$ cat config.mk
export PLATFORM = sky130hd
export DESIGN_NAME = fifo_mac_flat
export DESIGN_NICKNAME = d
export VERILOG_FILES = /design/src/rtl/fifo_mac_pkg.sv /design/src/rtl/fifo_mac_if.sv /design/src/rtl/fifo_mac_mac.sv /design/src/rtl/fifo_mac.sv /design/src/flat_wrapper.sv
export SDC_FILE = /design/constraint.sdc
export NUM_CORES = 1
export LEC_CHECK = 0
export ABC_AREA = 1
export CAP_MARGIN = 20
export CORE_MARGIN = 2
export CORE_UTILIZATION = 60
export DETAILED_ROUTE_END_ITERATION = 8
export GPL_TIMING_DRIVEN = 0
export PLACE_DENSITY = 0.83
export SYNTH_ARGS = -nofsm -noshare
export SYNTH_HDL_FRONTEND = slang
export SYNTH_SLANG_ARGS = --single-unit
$ cat constraint.sdc
create_clock -name clk -period 6.45 [get_ports clk]
set_clock_uncertainty 0.2 [all_clocks]
set_input_delay 1.29 -clock clk [delete_from_list [all_inputs] [get_ports clk]]
set_output_delay 1.29 -clock clk [all_outputs]
set_load 0.02 [all_outputs]
$ cat src/rtl/fifo_mac_pkg.sv
// fifo_mac_pkg: shared defaults and controller state type for the FIFO-fed
// dot-product engine.
//   DEF_DATA_W : operand width of each FIFO word
//   DEF_LEN    : operand pairs per dot product (1..256)
//   DEF_ACC_W  : accumulator / result width
//   state_t    : controller states IDLE, RUN, DRAIN, DONE
package fifo_mac_pkg;

  localparam int DEF_DATA_W = 8;
  localparam int DEF_LEN    = 8;
  localparam int DEF_ACC_W  = 24;

  typedef enum logic [1:0] {
    IDLE  = 2'd0,
    RUN   = 2'd1,
    DRAIN = 2'd2,
    DONE  = 2'd3
  } state_t;

endpackage

$ cat src/rtl/fifo_mac_if.sv
// fifo_mac_if: handshake/bus bundle between fifo_mac and its environment.
//   start            : request one dot product
//   a_empty, b_empty : upstream FIFO empty flags
//   a_data, b_data   : FIFO read data, valid the cycle after rden
//   a_rden, b_rden   : FIFO read enables
//   busy, done       : computation in progress / one-cycle completion pulse
//   result           : dot product, held until the next completion
// Modports: slave = fifo_mac, master = the FIFO/requester side.
interface fifo_mac_if
  import fifo_mac_pkg::*;
#(
  parameter int DATA_W = DEF_DATA_W,
  parameter int ACC_W  = DEF_ACC_W
);

  logic              start;
  logic              a_empty;
  logic              b_empty;
  logic [DATA_W-1:0] a_data;
  logic [DATA_W-1:0] b_data;
  logic              a_rden;
  logic              b_rden;
  logic              busy;
  logic              done;
  logic [ACC_W-1:0]  result;

  modport master (
    output start, a_empty, b_empty, a_data, b_data,
    input  a_rden, b_rden, busy, done, result
  );

  modport slave (
    input  start, a_empty, b_empty, a_data, b_data,
    output a_rden, b_rden, busy, done, result
  );

endinterface

$ cat src/rtl/fifo_mac_mac.sv
// mac: multiply-accumulate datapath.
//   clk, rst : clock, asynchronous active-high reset
//   en       : accumulate a*b this cycle
//   clr      : clear the accumulator (wins over en)
//   a, b     : unsigned operands
//   acc      : running sum, wraps modulo 2^ACC_W
module mac
  import fifo_mac_pkg::*;
#(
  parameter int DATA_W = DEF_DATA_W,
  parameter int ACC_W  = DEF_ACC_W
) (
  input  logic              clk,
  input  logic              rst,
  input  logic              en,
  input  logic              clr,
  input  logic [DATA_W-1:0] a,
  input  logic [DATA_W-1:0] b,
  output logic [ACC_W-1:0]  acc
);

  logic [2*DATA_W-1:0] w_prod;

  assign w_prod = a * b;

  always_ff @(posedge clk or posedge rst) begin
    if (rst) begin
      acc <= '0;
    end else if (clr) begin
      acc <= '0;
    end else if (en) begin
      acc <= acc + ACC_W'(w_prod);
    end
  end

endmodule

$ cat src/rtl/fifo_mac.sv
// fifo_mac: reads LEN operand pairs from two upstream FIFOs and returns
// their unsigned dot product.
//   clk, rst : clock, asynchronous active-high reset
//   bus      : fifo_mac_if slave (start, FIFO flags/data/rden, busy, done,
//              result)
module fifo_mac
  import fifo_mac_pkg::*;
#(
  parameter int DATA_W = DEF_DATA_W,
  parameter int LEN    = DEF_LEN,
  parameter int ACC_W  = DEF_ACC_W
) (
  input  logic      clk,
  input  logic      rst,
  fifo_mac_if.slave bus
);

  localparam int               CNT_W  = $clog2(LEN + 1);
  localparam logic [CNT_W-1:0] LEN_C  = CNT_W'(LEN);
  localparam logic [CNT_W-1:0] LAST_C = CNT_W'(LEN - 1);

  state_t             r_state;
  logic [CNT_W-1:0]   r_issued;
  logic [CNT_W-1:0]   r_accepted;
  logic               r_valid;
  logic [ACC_W-1:0]   r_result;
  logic [ACC_W-1:0]   w_acc;
  logic               w_rd;
  logic               w_clr;

  assign w_rd  = (r_state == RUN) && !bus.a_empty && !bus.b_empty &&
                 (r_issued < LEN_C);
  assign w_clr = (r_state == IDLE) && bus.start;

  mac #(
    .DATA_W (DATA_W),
    .ACC_W  (ACC_W)
  ) u_mac (
    .clk (clk),
    .rst (rst),
    .en  (r_valid),
    .clr (w_clr),
    .a   (bus.a_data),
    .b   (bus.b_data),
    .acc (w_acc)
  );

  always_ff @(posedge clk or posedge rst) begin
    if (rst) begin
      r_state    <= IDLE;
      r_issued   <= '0;
      r_accepted <= '0;
      r_valid    <= 1'b0;
      r_result   <= '0;
    end else begin
      // Data returns one cycle after its read enable.
      r_valid <= w_rd;
      if (r_valid) begin
        r_accepted <= r_accepted + CNT_W'(1);
      end
      case (r_state)
        IDLE: begin
          if (bus.start) begin
            r_issued   <= '0;
            r_accepted <= '0;
            r_state    <= RUN;
          end
        end
        RUN: begin
          if (w_rd) begin
            r_issued <= r_issued + CNT_W'(1);
            if (r_issued == LAST_C) begin
              r_state <= DRAIN;
            end
          end
        end
        DRAIN: begin
          if (r_valid && (r_accepted == LAST_C)) begin
            r_state <= DONE;
          end
        end
        DONE: begin
          r_result <= w_acc;
          r_state  <= IDLE;
        end
        default: r_state <= IDLE;
      endcase
    end
  end

  // The accumulator is final and frozen throughout DONE, so it is shown
  // directly in that cycle and captured into r_result as DONE exits; the
  // visible result therefore changes exactly on entry to DONE.
  assign bus.a_rden = w_rd;
  assign bus.b_rden = w_rd;
  assign bus.busy   = (r_state != IDLE);
  assign bus.done   = (r_state == DONE);
  assign bus.result = (r_state == DONE) ? w_acc : r_result;

endmodule

$ cat src/flat_wrapper.sv
// flat-port wrapper written by rule: the top's interface ports become plain ports
module fifo_mac_flat import fifo_mac_pkg::*;
#(
  parameter int DATA_W = DEF_DATA_W,
  parameter int LEN    = DEF_LEN,
  parameter int ACC_W  = DEF_ACC_W
)
  (clk, rst, bus_start, bus_a_empty, bus_b_empty, bus_a_data, bus_b_data, bus_a_rden, bus_b_rden, bus_busy, bus_done, bus_result);
  fifo_mac_if #(.DATA_W(DATA_W), .ACC_W(ACC_W)) bus_i ();
  input  logic clk;
  input  logic rst;
  input wire logic [$bits(bus_i.start)-1:0] bus_start;
  input wire logic [$bits(bus_i.a_empty)-1:0] bus_a_empty;
  input wire logic [$bits(bus_i.b_empty)-1:0] bus_b_empty;
  input wire logic [$bits(bus_i.a_data)-1:0] bus_a_data;
  input wire logic [$bits(bus_i.b_data)-1:0] bus_b_data;
  output wire logic [$bits(bus_i.a_rden)-1:0] bus_a_rden;
  output wire logic [$bits(bus_i.b_rden)-1:0] bus_b_rden;
  output wire logic [$bits(bus_i.busy)-1:0] bus_busy;
  output wire logic [$bits(bus_i.done)-1:0] bus_done;
  output wire logic [$bits(bus_i.result)-1:0] bus_result;
  assign bus_i.start = bus_start;
  assign bus_i.a_empty = bus_a_empty;
  assign bus_i.b_empty = bus_b_empty;
  assign bus_i.a_data = bus_a_data;
  assign bus_i.b_data = bus_b_data;
  assign bus_a_rden = bus_i.a_rden;
  assign bus_b_rden = bus_i.b_rden;
  assign bus_busy = bus_i.busy;
  assign bus_done = bus_i.done;
  assign bus_result = bus_i.result;
  fifo_mac #(.DATA_W(DATA_W), .LEN(LEN), .ACC_W(ACC_W)) u_core (.clk(clk), .rst(rst), .bus(bus_i));
endmodule
# Word level (Yosys, flattened, before mapping)
# Index checks and enable logic that the tools add are counted.
# totals
out_inout_bits	28
wordCells	47
inputBits	21
reg_bits	59
# classes
muxes	14
n_eq_ne	9
reduce_logical	13
add_sub_neg	3
order_cmp	1
multipliers	1
# ops
op	n
2-to-1 mux 24 bit	3
adder 24 x 16 -> 24 bit	1
2-to-1 mux 4 bit	5
multiplier 8 x 8 -> 16 bit	1
adder 4 x 1 -> 4 bit, second input constant	2
== test 4 x 3 -> 1 bit, second input constant	2
2-to-1 mux 2 bit	4
case mux 2 bit (4 select lines)	1
case mux 4 bit (2 select lines)	1
nonzero test 2 bit	3
logical AND 1 bit	5
== test 2 bit, second input constant	2
< comparator 4 bit, second input constant	1
inequality test 2 x 1 -> 1 bit, second input constant	2
inequality test 2 bit, second input constant	2
AND reduction 4 bit	1
AND reduction 3 bit	1
== test 2 x 1 -> 1 bit, second input constant	1
logical NOT 1 bit	2
logical NOT 2 bit	1

# Longest topological paths before layout
# logic_depth
word_depth	6
depth_mapped	23
ltp_nobuf	22

# Hierarchy
# A second synthesis with hierarchy kept.
# unflattened
cells_unflattened	687
area_unflattened_um2	5597.9
# modules_own_cells
module	cells_each	seq_area_each_um2	n_inst	area_per_inst_um2
mac	558	600.6	1	3955.0
fifo_mac	129	875.8	1	1642.8

# Worst setup path after synthesis
# No wires, ideal clock.
# synth_timing
kind	input -> register
from	input bus_a_data[0]
to	register u_core.u_mac.acc[18]
setup_slack_ns	1.233
n_path_buf	1
t_arrival_ns	4.898
t_required_ns	6.131
path_stages	18
cell_sequence	clkbuf_1 nand2_1 fa_1 fa_1 inv_1 fa_1 inv_1 fa_1 inv_1 ha_1 a21oi_1 nor2_1 nor2_1 nand2_1 nand2_1 nand2_1 a21oi_1 nor2_1
# synth_via
elab_chain_cells	4
# synth_lines
element	line_no	source
from (decl)	flat_wrapper.sv:15	input wire logic [$bits(bus_i.a_data)-1:0] bus_a_data;
multiplier 8 x 8 -> 16 bit	fifo_mac_mac.sv:24	assign w_prod = a * b;
adder 24 x 16 -> 24 bit	fifo_mac_mac.sv:32	acc <= acc + ACC_W'(w_prod);
2-to-1 mux 24 bit	fifo_mac_mac.sv:31	end else if (en) begin
2-to-1 mux 24 bit	fifo_mac_mac.sv:29	end else if (clr) begin
to (signal assigned)	fifo_mac_mac.sv:32	
to (decl)	fifo_mac_mac.sv:19	output logic [ACC_W-1:0] acc
# Every way passes these cells. The select of a mux whose other input is x is not followed.
# A chain may end at the register's enable or synchronous reset.

# Worst setup path in the final report
# Same ends and word-level chain as after synthesis.

==> metrics.log <==
INFO  metric holdPathEnd = u_core.r_result[19]
INFO  metric hp-start = u_core.r_result[19]
INFO  metric grt_util_all_layers = about a quarter
INFO  metric placement.setup.worst_slack = about 0.65 ns
INFO  metric synth_edf_count = 0
INFO  metric tritoncts.num_buffers = 9
INFO  metric cell_with_the_most_instances_after_synthesis = sky130_fd_sc_hd__inv_1
INFO  metric initial_utilization = between 60% and 70%
INFO  metric antenna_found_initial = 0
INFO  metric postCtsSetupRepairBufs = 0
INFO  metric number_of_nets_still_failing_antenna_checks_after_routing = 0
INFO  metric synthesized_nets = just over 800
INFO  metric post-route-drc-count = 0
INFO  metric vias_per_cell = 5.21
INFO  metric clk_pin_slew = about 0.06 ns
INFO  metric final_util = a little over two thirds
INFO  metric area_delta_synth_final = 12.5%
INFO  metric finish.net_count = between 800 and 900
INFO  metric postRouteWirelength = 11,700 µm
INFO  metric min_delay_path_depth = 1
INFO  metric nFillCells = approximately 700
INFO  metric total_leakage_power = between 3 and 4 nW
INFO  metric hold_buffers = 0
INFO  metric reg2regPathDepth = 17
INFO  metric max_slew.worst_pin.slew = 0.564 ns
INFO  metric crit_path_cell_chain = clkbuf_1 > nand2_1 > fa_1 > fa_1 > inv_1 > fa_1 > inv_1 > fa_1 > inv_1 > ha_1 > a21oi_1 > nor2_1 > nor2_1 > nand2_1 > nand2_1 > nand2_1 > a21oi_1 > nor2_1
INFO  metric power_per_cell_area = 478 mW/mm²
INFO  metric detailed_place.area = between 0.005 and 0.006 mm²
INFO  metric drt-initial-drc-count = 228
INFO  metric worst_ep_required_time = around 6.5 ns
INFO  metric status = complete, no violations
INFO  metric synth_top_flop_cell = sky130_fd_sc_hd__dfrtp_1
INFO  metric boundaryPins = slightly below 50
INFO  metric dr.pass1.iters = 5
INFO  metric final-hold-violation-count = 0
INFO  metric max_cap_viols = 0
INFO  metric die_area = between 0.009 and 0.01 mm²
INFO  metric core_area = 0.00868 mm²
INFO  metric synth.lib_cells_used.distinct = 27
INFO  metric reg2reg_from = u_core.u_mac.acc[7]
INFO  metric holdCritPathClass = flop to flop
INFO  metric critPathMaxFanout = 8
INFO  metric ff2ff_setup_slack = around 2.1 ns
INFO  metric die_width = between 90 and 100 µm
INFO  metric max-vdd-ir-drop = approximately 350 µV
INFO  metric number_of_setup_violations_in_the_final_report = 0
INFO  metric cpPeakStageDelay = approximately 0.55 ns
INFO  metric clk_path_buf_depth = 2
INFO  metric critPathCaptureType = flop
INFO  metric ys_async_sr_fraction = between 90% and 100%
INFO  metric global_route.overflow_total = 0
INFO  metric worstSetupStartpointType = input pin
INFO  metric ys.warnings.count = 0
INFO  metric fmax = about 180 MHz
INFO  metric setup_repair_after_global_routing_missed_its_margin = false
INFO  metric pin_count_of_the_biggest_net_entering_global_routing = slightly above 40
INFO  metric cts_tree = yes
INFO  metric cts.sink_count = 59
INFO  metric yosys.area.top_type = sky130_fd_sc_hd__dfrtp_1
INFO  metric layout-drive-gt1-share = 5.77%
INFO  metric syn-mean-instance-area = around 7.7 µm²
INFO  metric yosys-top-cells-area = sky130_fd_sc_hd__dfrtp_1 (28%), sky130_fd_sc_hd__fa_1 (19%), sky130_fd_sc_hd__inv_1 (12%)
INFO  metric gp_congestion = 0.947
INFO  metric final_min_period_over_clock_period = ~85%
INFO  metric synth_seq_area_share = approximately 28%
INFO  metric num_vias = about 4,400
INFO  metric syn_area = ~0.0054 mm²
INFO  metric critical-path-slowest-cell = sky130_fd_sc_hd__fa_1
INFO  metric root_buffer = sky130_fd_sc_hd__clkbuf_8
INFO  metric portBuffers = 32
INFO  metric half_perimeter_wire_length_of_the_detailed_placement_result = roughly 9500 µm
INFO  metric postSynthRegisterBits = slightly below 60
INFO  metric rows = 34
INFO  metric worstPathArrival = ~5.5 ns
INFO  metric setup_slack = around 0.94 ns
INFO  metric yosysTopAreaCellShare = between 20% and 30%
INFO  metric crit-reg2reg-capture = u_core.u_mac.acc[18]
INFO  metric synthesis.instances = between 600 and 700
INFO  metric cts_max_level = 3
INFO  metric fp.dieH = between 90 and 100 µm
INFO  metric detail_route.wl_per_cell = 13.7 µm
INFO  metric final_period_minus_worst_setup_slack = ~5.5 ns
INFO  metric worst-setup-path-type = input pin to flop
INFO  metric grt_pass1_vias = ~4,700
INFO  metric clkLatencyLatePin = approximately 0.34 ns
INFO  metric design_area = around 0.0060 mm²
INFO  metric diodes = 0
INFO  metric setup_tns = 0 ns
INFO  metric timing.slew.headroom = approximately 62%
INFO  metric cts_resized = 0
INFO  metric grt_pass1_wl = 21,200 µm
INFO  metric most_instantiated_cells_after_synthesis = sky130_fd_sc_hd__inv_1 (170), sky130_fd_sc_hd__nand2_1 (163), sky130_fd_sc_hd__dfrtp_1 (59)
INFO  metric slew_violations = 0
==> registers in the layout, indices dropped and copies added, names as in the netlist <==
register / count
u_core.r_valid: 1
u_core.r_accepted: 4
u_core.r_result: 24
u_core.r_state: 2
u_core.r_issued: 4
u_core.u_mac.acc: 24
==> cell families (layout without fill, tap and decap cells) <==
| family | count (synthesis) | in the layout | synth area share, % |
|---|---|---|---|
| and+or+nand+nor | 255 | 255 | 18.9 |
| adders and majority gates | 97 | 97 | 29.6 |
| buffers and inverters | 195 | 244 | 13.9 |
| muxes | 11 | 11 | 2.31 |
| DFF | 59 | 59 | 27.5 |
| AOI/OAI and AO/OA | 79 | 79 | 7.74 |
==> where the power goes <==
group / leakage (nW) / internal, W / total, W / switching (W)
sequential: 0.774 / 0.000490 / 0.000547 / 0.0000565
combinational: 2.61 / 0.000736 / 0.00201 / 0.00127
clock: 0.0991 / 0.000187 / 0.000333 / 0.000146
==> layer usage <==
metal  vias to the layer above  GRT usage (%)  wire length [µm]
met2                       121           46.3              5940
met4                         0           8.96               231
li1                       2181              -                 -
met3                        25           4.04               504
met1                      2116           34.4              5020
met5                         -              0                 0
==> stage by stage <==
stage | total power, W | std cells | hold slack (ns)
CTS | 0.00288 | 853 | 0.298
detailed placement | 0.00253 | 837 | 0.284
global route | 0.00320 | 853 | 0.313
global placement | 0.00245 | 836 | 0.279
finish | 0.00288 | 853 | 0.295
floorplan | 0.00196 | 696 | 0.253
==> cell type report <==
class                           instances  area (µm²)  share of cell area, %
Clock inverter                          5        52.6                  0.871
Clock buffer                           11         141                   2.34
Tap cell                              108         135                   2.24
Inverter                              171         642                   10.6
Buffer                                 24         103                   1.70
Multi-Input combinational cell        442        3140                   52.1
Sequential cell                        59        1480                   24.5
Timing Repair Buffer                   33         340                   5.64
==> worst max-delay path by stage <==
stage / from / to / slack (ns) / depth (start not counted)
2_1_floorplan: bus_a_data[0] / u_core.u_mac.acc[18] / 1.23 / 18
3_3_place_gp: bus_a_data[0] / u_core.u_mac.acc[18] / 0.84 / 18
3_5_place_dp: bus_a_data[0] / u_core.u_mac.acc[18] / 0.65 / 18
4_1_cts: bus_a_data[0] / u_core.u_mac.acc[18] / 1.01 / 18
5_1_grt: bus_a_data[0] / u_core.u_mac.acc[18] / 0.67 / 18
6_report: bus_a_data[0] / u_core.u_mac.acc[18] / 0.94 / 18
==> critical path, delay by kind of cell <==
| kind | cells | cell delay (ns) |
|---|---|---|
| simple gates | 7 | 0.72 |
| compound gates | 2 | 0.45 |
| fa+ha+maj | 5 | 2.53 |
| buf+inv | 4 | 0.52 |
==> layout by cell type (no fill, tap or decap), types with 2 or more instances in the layout <==
cell and instances:
sky130_fd_sc_hd__a21oi_1 45, sky130_fd_sc_hd__buf_2 7, sky130_fd_sc_hd__clkbuf_1 17, sky130_fd_sc_hd__clkbuf_8 10, sky130_fd_sc_hd__clkdlybuf4s50_1 32, sky130_fd_sc_hd__clkinv_2 3
sky130_fd_sc_hd__dfrtp_1 59, sky130_fd_sc_hd__fa_1 50, sky130_fd_sc_hd__ha_1 47, sky130_fd_sc_hd__inv_1 169, sky130_fd_sc_hd__inv_2 2, sky130_fd_sc_hd__mux2_2 11
sky130_fd_sc_hd__nand2_1 163, sky130_fd_sc_hd__nand2_2 2, sky130_fd_sc_hd__nand3_1 25, sky130_fd_sc_hd__nor2_1 53, sky130_fd_sc_hd__nor2_2 3, sky130_fd_sc_hd__nor3_1 6
sky130_fd_sc_hd__o21ai_0 25, sky130_fd_sc_hd__o22ai_1 3
Note: power is estimated with default switching activity, not from simulation.
